$ cat config.mk
export PLATFORM = sky130hd
export DESIGN_NAME = mux4_1_wide_reg
export DESIGN_NICKNAME = d
export VERILOG_FILES = /design/src/rtl/mux4_1_wide_reg.sv
export SDC_FILE = /design/constraint.sdc
export NUM_CORES = 1
export LEC_CHECK = 0
export ABC_AREA = 1
export CORE_AREA = 2 2 153 155
export CTS_BUF_LIST = sky130_fd_sc_hd__clkbuf_4 sky130_fd_sc_hd__clkbuf_8
export DETAILED_ROUTE_END_ITERATION = 16
export DIE_AREA = 0 0 155 157
export SLEW_MARGIN = 10
export SYNTH_ARGS = -nofsm -noshare
export SYNTH_HDL_FRONTEND = slang
export SYNTH_SLANG_ARGS = --single-unit
$ cat constraint.sdc
create_clock -name clk -period 3.3 [get_ports clk]
set_input_delay 0.66 -clock clk [delete_from_list [all_inputs] [get_ports clk]]
set_output_delay 0.66 -clock clk [all_outputs]
set_load 0.03 [all_outputs]
$ cat src/rtl/mux4_1_wide_reg.sv
// WIDTH-wide 4:1 selector built as a two-level tree of 2:1 wide muxes.
// Provides a zero-latency combinational result and an enable-gated registered copy.

module mux2_wide #(
  parameter int WIDTH = 64
) (
  input  logic [WIDTH-1:0] in [0:1],
  input  logic             sel,
  output logic [WIDTH-1:0] out
);

  // Bit-for-bit select; no reordering, so bit i of out always comes from bit i of an input.
  assign out = sel ? in[1] : in[0];

endmodule

module mux4_1_wide_reg #(
  parameter int WIDTH = 64
) (
  input  logic             clk,
  input  logic             rst_n,
  input  logic [WIDTH-1:0] in [0:3],
  input  logic [1:0]       sel,
  input  logic             en,
  output logic [WIDTH-1:0] out,
  output logic [WIDTH-1:0] out_q
);

  logic [WIDTH-1:0] mux_a_in [0:1];
  logic [WIDTH-1:0] mux_b_in [0:1];
  logic [WIDTH-1:0] mux_c_in [0:1];
  logic [WIDTH-1:0] mux_a_out;
  logic [WIDTH-1:0] mux_b_out;
  logic [WIDTH-1:0] cap_d;
  logic [WIDTH-1:0] cap_q;

  assign mux_a_in[0] = in[0];
  assign mux_a_in[1] = in[1];
  assign mux_b_in[0] = in[2];
  assign mux_b_in[1] = in[3];

  // Level 1: low select bit picks within each pair.
  mux2_wide #(.WIDTH(WIDTH)) u_mux_a (
    .in  (mux_a_in),
    .sel (sel[0]),
    .out (mux_a_out)
  );

  mux2_wide #(.WIDTH(WIDTH)) u_mux_b (
    .in  (mux_b_in),
    .sel (sel[0]),
    .out (mux_b_out)
  );

  assign mux_c_in[0] = mux_a_out;
  assign mux_c_in[1] = mux_b_out;

  // Level 2: high select bit picks between the pairs.
  mux2_wide #(.WIDTH(WIDTH)) u_mux_c (
    .in  (mux_c_in),
    .sel (sel[1]),
    .out (out)
  );

  assign cap_d = en ? out : cap_q;

  always_ff @(posedge clk or negedge rst_n) begin
    if (!rst_n) begin
      cap_q <= '0;
    end else begin
      cap_q <= cap_d;
    end
  end

  assign out_q = cap_q;

endmodule

==> results.yml, run 1 <==
drt:
  drt_iter0_markers: 302
  drc: 0
  routed-wl-met3_um: 1610
  wl_met1_um: 8760
  dr_wl_met2_um: 10700
  vias: 6125
  postRouteAntennaNets: 0
  vias_per_cell: 4.36
  top_layer_used: "met4"
  wl_per_cell_um: 15.3
  firstDrtPassIters: 4
  routed_wl_um: 21500
die:
  start_util_pct: 20.9
  die-area_um2: 24300
  core_area_um2: 22500
  die_w_um: 155
  io_pins: 389
  rows: 55
  die_y_um: 157
clock_tree:
  htree_levels: 3
  post_cts_buffers: 0
  cts-root-buf: "clkbuf_8"
  clk_latency_ns: 0.34
  numCtsBuffers: 9
  clock_sinks: 64
  cts-resized-gates: 0
  clockBufferDepth: 2
  tritoncts: "yes"
  ctsHoldBuffers: 0
  cts.clk_slew.worst_paths_ns: 0.07
place:
  postPlaceCellArea_um2: 8790
  gp_congestion: 0.849
  place_worst_setup_slack_ns: 0.384
  post-dp-hpwl_um: 16000
  portBuffers: 388
logic_synthesis:
  synthMuxAreaShare_pct: 0
  synth_top_family_by_area: "simple AND/OR/NAND/NOR gates"
  yosys-top-cells-area: "dfrtp_1 (34%), nand2_1 (31%), nand3_1 (20%)"
  synthSimpleGateAreaFrac_pct: 59.7
  yosys_warnings: 0
  avgSynthCellArea_um2: 6.17
  synth_fa_ha_area_share_pct: 0
  synth_seq_cells: 64
  syn_inst: 761
  syn_area_um2: 4700
  synth_fp_nets: 1022
  yosys.area.top_type: "dfrtp_1"
  synth_xor_area_share_pct: 0
  synth_top_area_share_pct: 34.1
  yosysUniqueCellTypes: 9
  ys_seq_area_share_pct: 34.1
  synth_compound_area_share_pct: 0
sta:
  clock_skew_ns: 0
  min_period_ns: 2.92
  setup_viol: 0
  worst_pin_slew_ns: 0.856
  tns_ns: 0
  relSlewSlack_pct: 42.9
  max_freq_mhz: 343
  finalHoldViolations: 0
  rsz0062_at_grt: "no"
  timing.final.crit_share_pct: 88.4
  setup_slack_ns: 0.384
  slew_violations: 0
run:
  max-cap-violations: 0
layout:
  fin_area_um2: 9000
  areaGrowthSynthToFinish_pct: 91.5
  largest_register_ffs: 64
  fin_nets: 1375
  drive_gt1_share_pct: 2.86
global_route:
  antenna_found_initial: 1
  grt_max_degree: 66
  overflow: 0
  track_usage_pct: 16.9
  grt_pass1_vias: 5958
  grt_pass1_wl_um: 32400
critical_path:
  crit_fanout: 63
  worstPathRequired_ns: 2.64
  cp-end-kind: "output port"
  critPathLaunchType: "input pin"
  worstPathArrival_ns: 2.26
  crit_type: "in -> out"
worst_hold_path:
  hp-class: "in -> async"
pwr:
  irDropWorstVdd_uv: 156
  leakagePower_nw: 4.00
  powerDensity_nw_per_um2: 348
outcome:
  status: "complete, no violations"
-- cells in the final DEF, fill, tap and decap left out, drive strengths merged --
| master | netlist | layout |
|---|---|---|
| and2 | 64 | 64 |
| diode | 0 | 1 |
| bufinv | 0 | 1 |
| nand3 | 192 | 192 |
| nand2 | 384 | 384 |
| clkbuf | 11 | 13 |
| clkdlybuf4s50 | 0 | 383 |
| dfrtp | 64 | 64 |
| buf | 43 | 13 |
| clkinv | 0 | 2 |
| inv | 3 | 3 |
-- routing by layer --
metal  up-vias  track usage (%)
met5         -                0
met4         0             6.39
met3        29             4.82
met2       235             29.6
met1      2722             19.6
li1       3139                -
-- worst max-delay path, cell delays in order --
cell and delay (ns):
buf_4 0.14, inv_4 0.07, buf_12 0.24, nand2_1 0.10, nand3_1 0.14, and2_1 0.17
clkdlybuf4s50_1 0.67
-- per-stage QoR --
stage	cells	power [mW]	utilization [%]	hold slack [ns]
finish	1405	3.13	40.0	0.414
global route	1405	3.31	40.0	0.476
CTS	1404	3.18	40.0	0.431
detailed placement	1388	2.43	39.1	0.464
global placement	1388	2.43	39.1	0.460
floorplan	761	1.65	-	0.364
-- cells by family (layout without fill, tap and decap cells) --
kind of cell | count (synthesis) | count (layout)
other | 0 | 1
DFF | 64 | 64
and+or+nand+nor | 640 | 640
buffers and inverters | 57 | 415
-- area by class of cell --
| type | count | area, µm² |
|---|---|---|
| fillers | 2391 | 13500 |
| well taps | 285 | 357 |
| repair buffers | 396 | 4010 |
| clock inverters | 3 | 40.0 |
| diodes | 1 | 2.50 |
| multi-input cells | 640 | 2800 |
| flip-flops and latches | 64 | 1600 |
| clock buffers | 13 | 166 |
| inverters | 3 | 13.8 |
-- power breakdown --
part,internal (mW),switching (mW),total [mW]
Combinational,0.706,0.777,1.48
Clock,0.405,0.314,0.720
Sequential,0.876,0.0475,0.924
Total,1.99,1.14,3.13
-- Yosys cell counts --
cell,n
inv_2,3
dfrtp_1,64
nand2_1,384
buf_1,7
buf_2,22
nand3_1,192
and2_1,64
buf_4,14
clkbuf_1,11
-- final timing paths --
path / from / to / slack [ns] / cells after the start
hold reg to reg: out_q[30]$_DFFE_PN0P_ / out_q[30]$_DFFE_PN0P_ / 0.48 / 2
setup reg to reg: out_q[22]$_DFFE_PN0P_ / out_q[22]$_DFFE_PN0P_ / 2.67 / 2
setup / recovery: sel[0] / out[16] / 0.38 / 7
hold / removal: rst_n / out_q[55]$_DFFE_PN0P_ / 0.41 / 1
max in group asynchronous: rst_n / out_q[19]$_DFFE_PN0P_ / 2.32 / 1
min in group clk: out_q[30]$_DFFE_PN0P_ / out_q[30]$_DFFE_PN0P_ / 0.48 / 2
Note: power is estimated with default switching activity, not from simulation.
==> inputs of run 2 (changes only) <==
--- a/config.mk
+++ b/config.mk
@@ -5,11 +5,11 @@
 export SDC_FILE = /design/constraint.sdc
 export NUM_CORES = 1
 export LEC_CHECK = 0
-export ABC_AREA = 1
 export CORE_AREA = 2 2 153 155
 export CTS_BUF_LIST = sky130_fd_sc_hd__clkbuf_4 sky130_fd_sc_hd__clkbuf_8
 export DETAILED_ROUTE_END_ITERATION = 16
 export DIE_AREA = 0 0 155 157
+export SETUP_SLACK_MARGIN = 0.5
 export SLEW_MARGIN = 10
 export SYNTH_ARGS = -nofsm -noshare
 export SYNTH_HDL_FRONTEND = slang
==> results.yml, run 2 <==
outcome:
  status: "complete, no violations"
layout:
  post-route-util_pct: 40.2
  final_cell_mix: "clkdlybuf4s50_1 (322), mux2i_1 (192), nand2b_1 (64), o221ai_1 (64), dfrtp_1 (64)"
  areaGrowthSynthToFinish_pct: 86.3
  fillers: 2291
  fin_cells: 1091
  fin_nets: 1063
  mostFrequentLayoutCell: "clkdlybuf4s50_1"
  seq_area_um2: 1600
  drive_gt1_share_pct: 7.07
  num_antenna_cells: 0
  multi_input_area_um2: 2900
  largest_register_ffs: 64
sta:
  slew_violations: 0
  timing.final.crit_share_pct: 82.8
  clock_skew_ns: 0
  max_freq_mhz: 366
  min_period_ns: 2.73
  finalHoldViolations: 0
  rsz0062_at_grt: "no"
  worst_pin_slew_ns: 0.905
  setup_viol: 0
  hold_slack_ns: 0.415
  relSlewSlack_pct: 39.7
  tns_ns: 0
pwr:
  irDropWorstVdd_uv: 124
  power_mw: 3.15
  powerDensity_nw_per_um2: 348
  leakagePower_nw: 4.01
  internal_power_mw: 1.98
  p_sw_mw: 1.17
  clock_power_share_pct: 22.3
  switching_share_pct: 37.1
  seq_power_share_pct: 29.8
  comb_power_share_pct: 48.0
clock_tree:
  tritoncts: "yes"
  cts.clk_slew.worst_paths_ns: 0.08
  clk_latency_ns: 0.34
  clock_sinks: 64
  cts-root-buf: "clkbuf_8"
  post_cts_buffers: 0
  clockBufferDepth: 2
  numCtsBuffers: 9
  ctsHoldBuffers: 0
  htree_levels: 3
critical_path:
  reg2reg_setup_slack_ns: 2.54
  worstPathArrival_ns: 2.07
  crit_type: "in -> out"
  critPathLaunchType: "input pin"
  crit_fanout: 2
  worstPathRequired_ns: 2.64
  reg2reg_depth: 2
  cp-end-kind: "output port"
die:
  start_util_pct: 21.6
  die_w_um: 155
  die_y_um: 157
  io_pins: 389
  core_area_um2: 22500
  rows: 55
  die-area_um2: 24300
global_route:
  track_usage_pct: 17.3
  grt_max_degree: 66
  grt_pass1_wl_um: 32100
  antenna_found_initial: 0
  grt_pass1_vias: 5391
  overflow: 0
logic_synthesis:
  synth_ff_type: "dfrtp_1"
  async_reset_ff_share_pct: 100
  yosys_warnings: 0
  ys_seq_area_share_pct: 33.0
  yosysUniqueCellTypes: 11
  synth_top_area_share_pct: 39.6
  synth_enable_flop_cells: 0
  yosys.area.top_type: "mux2i_1"
  synth_common_cells: "mux2i_1 (192), nand2b_1 (65), dfrtp_1 (64), o221ai_1 (64), buf_2 (19)"
  syn_area_um2: 4850
  yosys-top-cells-area: "mux2i_1 (40%), dfrtp_1 (33%), o221ai_1 (12%)"
  synth_seq_cells: 64
  synth_fp_nets: 688
  syn_inst: 427
  synth.most_common_cell: "mux2i_1"
  avgSynthCellArea_um2: 11.4
drt:
  firstDrtPassIters: 4
  drc: 0
  wl_per_cell_um: 20.0
  routed_wl_um: 21800
  postRouteAntennaNets: 0
  vias_per_cell: 4.61
  vias: 5027
  drt_iter0_markers: 157
place:
  portBuffers: 388
  gp_congestion: 0.783
  post-dp-hpwl_um: 16600
  dp.cells: 1076
worst_hold_path:
  hp-class: "in -> async"
run:
  max-cap-violations: 0
## run 2: cell count changes after synthesis, moves of 7 or more
cell and delta:
nand2_1 -383, mux2i_1 +192, nand3_1 -192, nand2b_1 +65
and2_1 -64, o221ai_1 +64, buf_4 -13, buf_1 -7
buf_12 +7
## run 2: area by class of cell
class / instances / area share (%)
Clock buffer: 11 / 1.61
Clock inverter: 4 / 0.498
Multi-Input combinational cell: 322 / 32.1
Sequential cell: 64 / 17.7
Tap cell: 285 / 3.94
Timing Repair Buffer: 405 / 44.2
## run 2: final timing paths
kind,from,endpoint
max in group asynchronous,rst_n,out_q[49]$_DFFE_PN0P_
worst min-delay path,rst_n,out_q[19]$_DFFE_PN0P_
worst min register to register,out_q[46]$_DFFE_PN0P_,out_q[46]$_DFFE_PN0P_
worst max-delay path,in[218],out[26]
worst max register to register,out_q[33]$_DFFE_PN0P_,out_q[33]$_DFFE_PN0P_
min in group clk,out_q[46]$_DFFE_PN0P_,out_q[46]$_DFFE_PN0P_
## run 2: kinds of logic (layout without fill, tap and decap cells)
| logic type | count (synthesis) | in the layout | share of synthesized area (%) |
|---|---|---|---|
| AO/OA/AOI/OAI | 64 | 64 | 11.5 |
| buffers and inverters | 41 | 420 | 7.40 |
| flip-flops | 64 | 64 | 33.0 |
| multiplexers | 192 | 192 | 39.6 |
| AND/OR/NAND/NOR | 66 | 66 | 8.46 |
## run 2: layer usage
metal / vias to the layer above / wire (µm) / share of wire, % / global-route usage [%]
li1: 2395 / - / - / -
met1: 2350 / 8690 / 40 / 20.2
met2: 263 / 10600 / 49 / 29.9
met3: 19 / 2060 / 9.5 / 5.70
met4: 0 / 430 / 2.0 / 5.73
met5: - / 0 / 0 / 0
## run 2: critical path, stage by stage
cell and delay, ns:
clkdlybuf4s50_1 0.46, mux2i_1 0.09, mux2i_1 0.14, clkdlybuf4s50_1 0.73
## run 2: power groups by stage
stage               logic [mW]  registers (mW)  clock network [mW]
CTS                       1.53           0.938               0.739
detailed placement        1.56           0.951                   0
finish                    1.51           0.937               0.700
floorplan                0.559            1.15                   0
global placement          1.56           0.947                   0
global route              1.60           0.951               0.774
## run 2: stage by stage
step | area, µm² | worst slack (ns)
final | 9040 | 0.568
after global routing | 9040 | 0.511
after CTS | 9030 | 0.502
after detailed placement | 8890 | 0.386
after global placement | 8890 | 0.398
after floorplan | 4850 | 0.918
## run 2: repair_timing
action	in CTS	in global routing
resized for setup	38	5
gates cloned	0	0
pin swaps	0	0
endpoints found under the setup margin	38	5
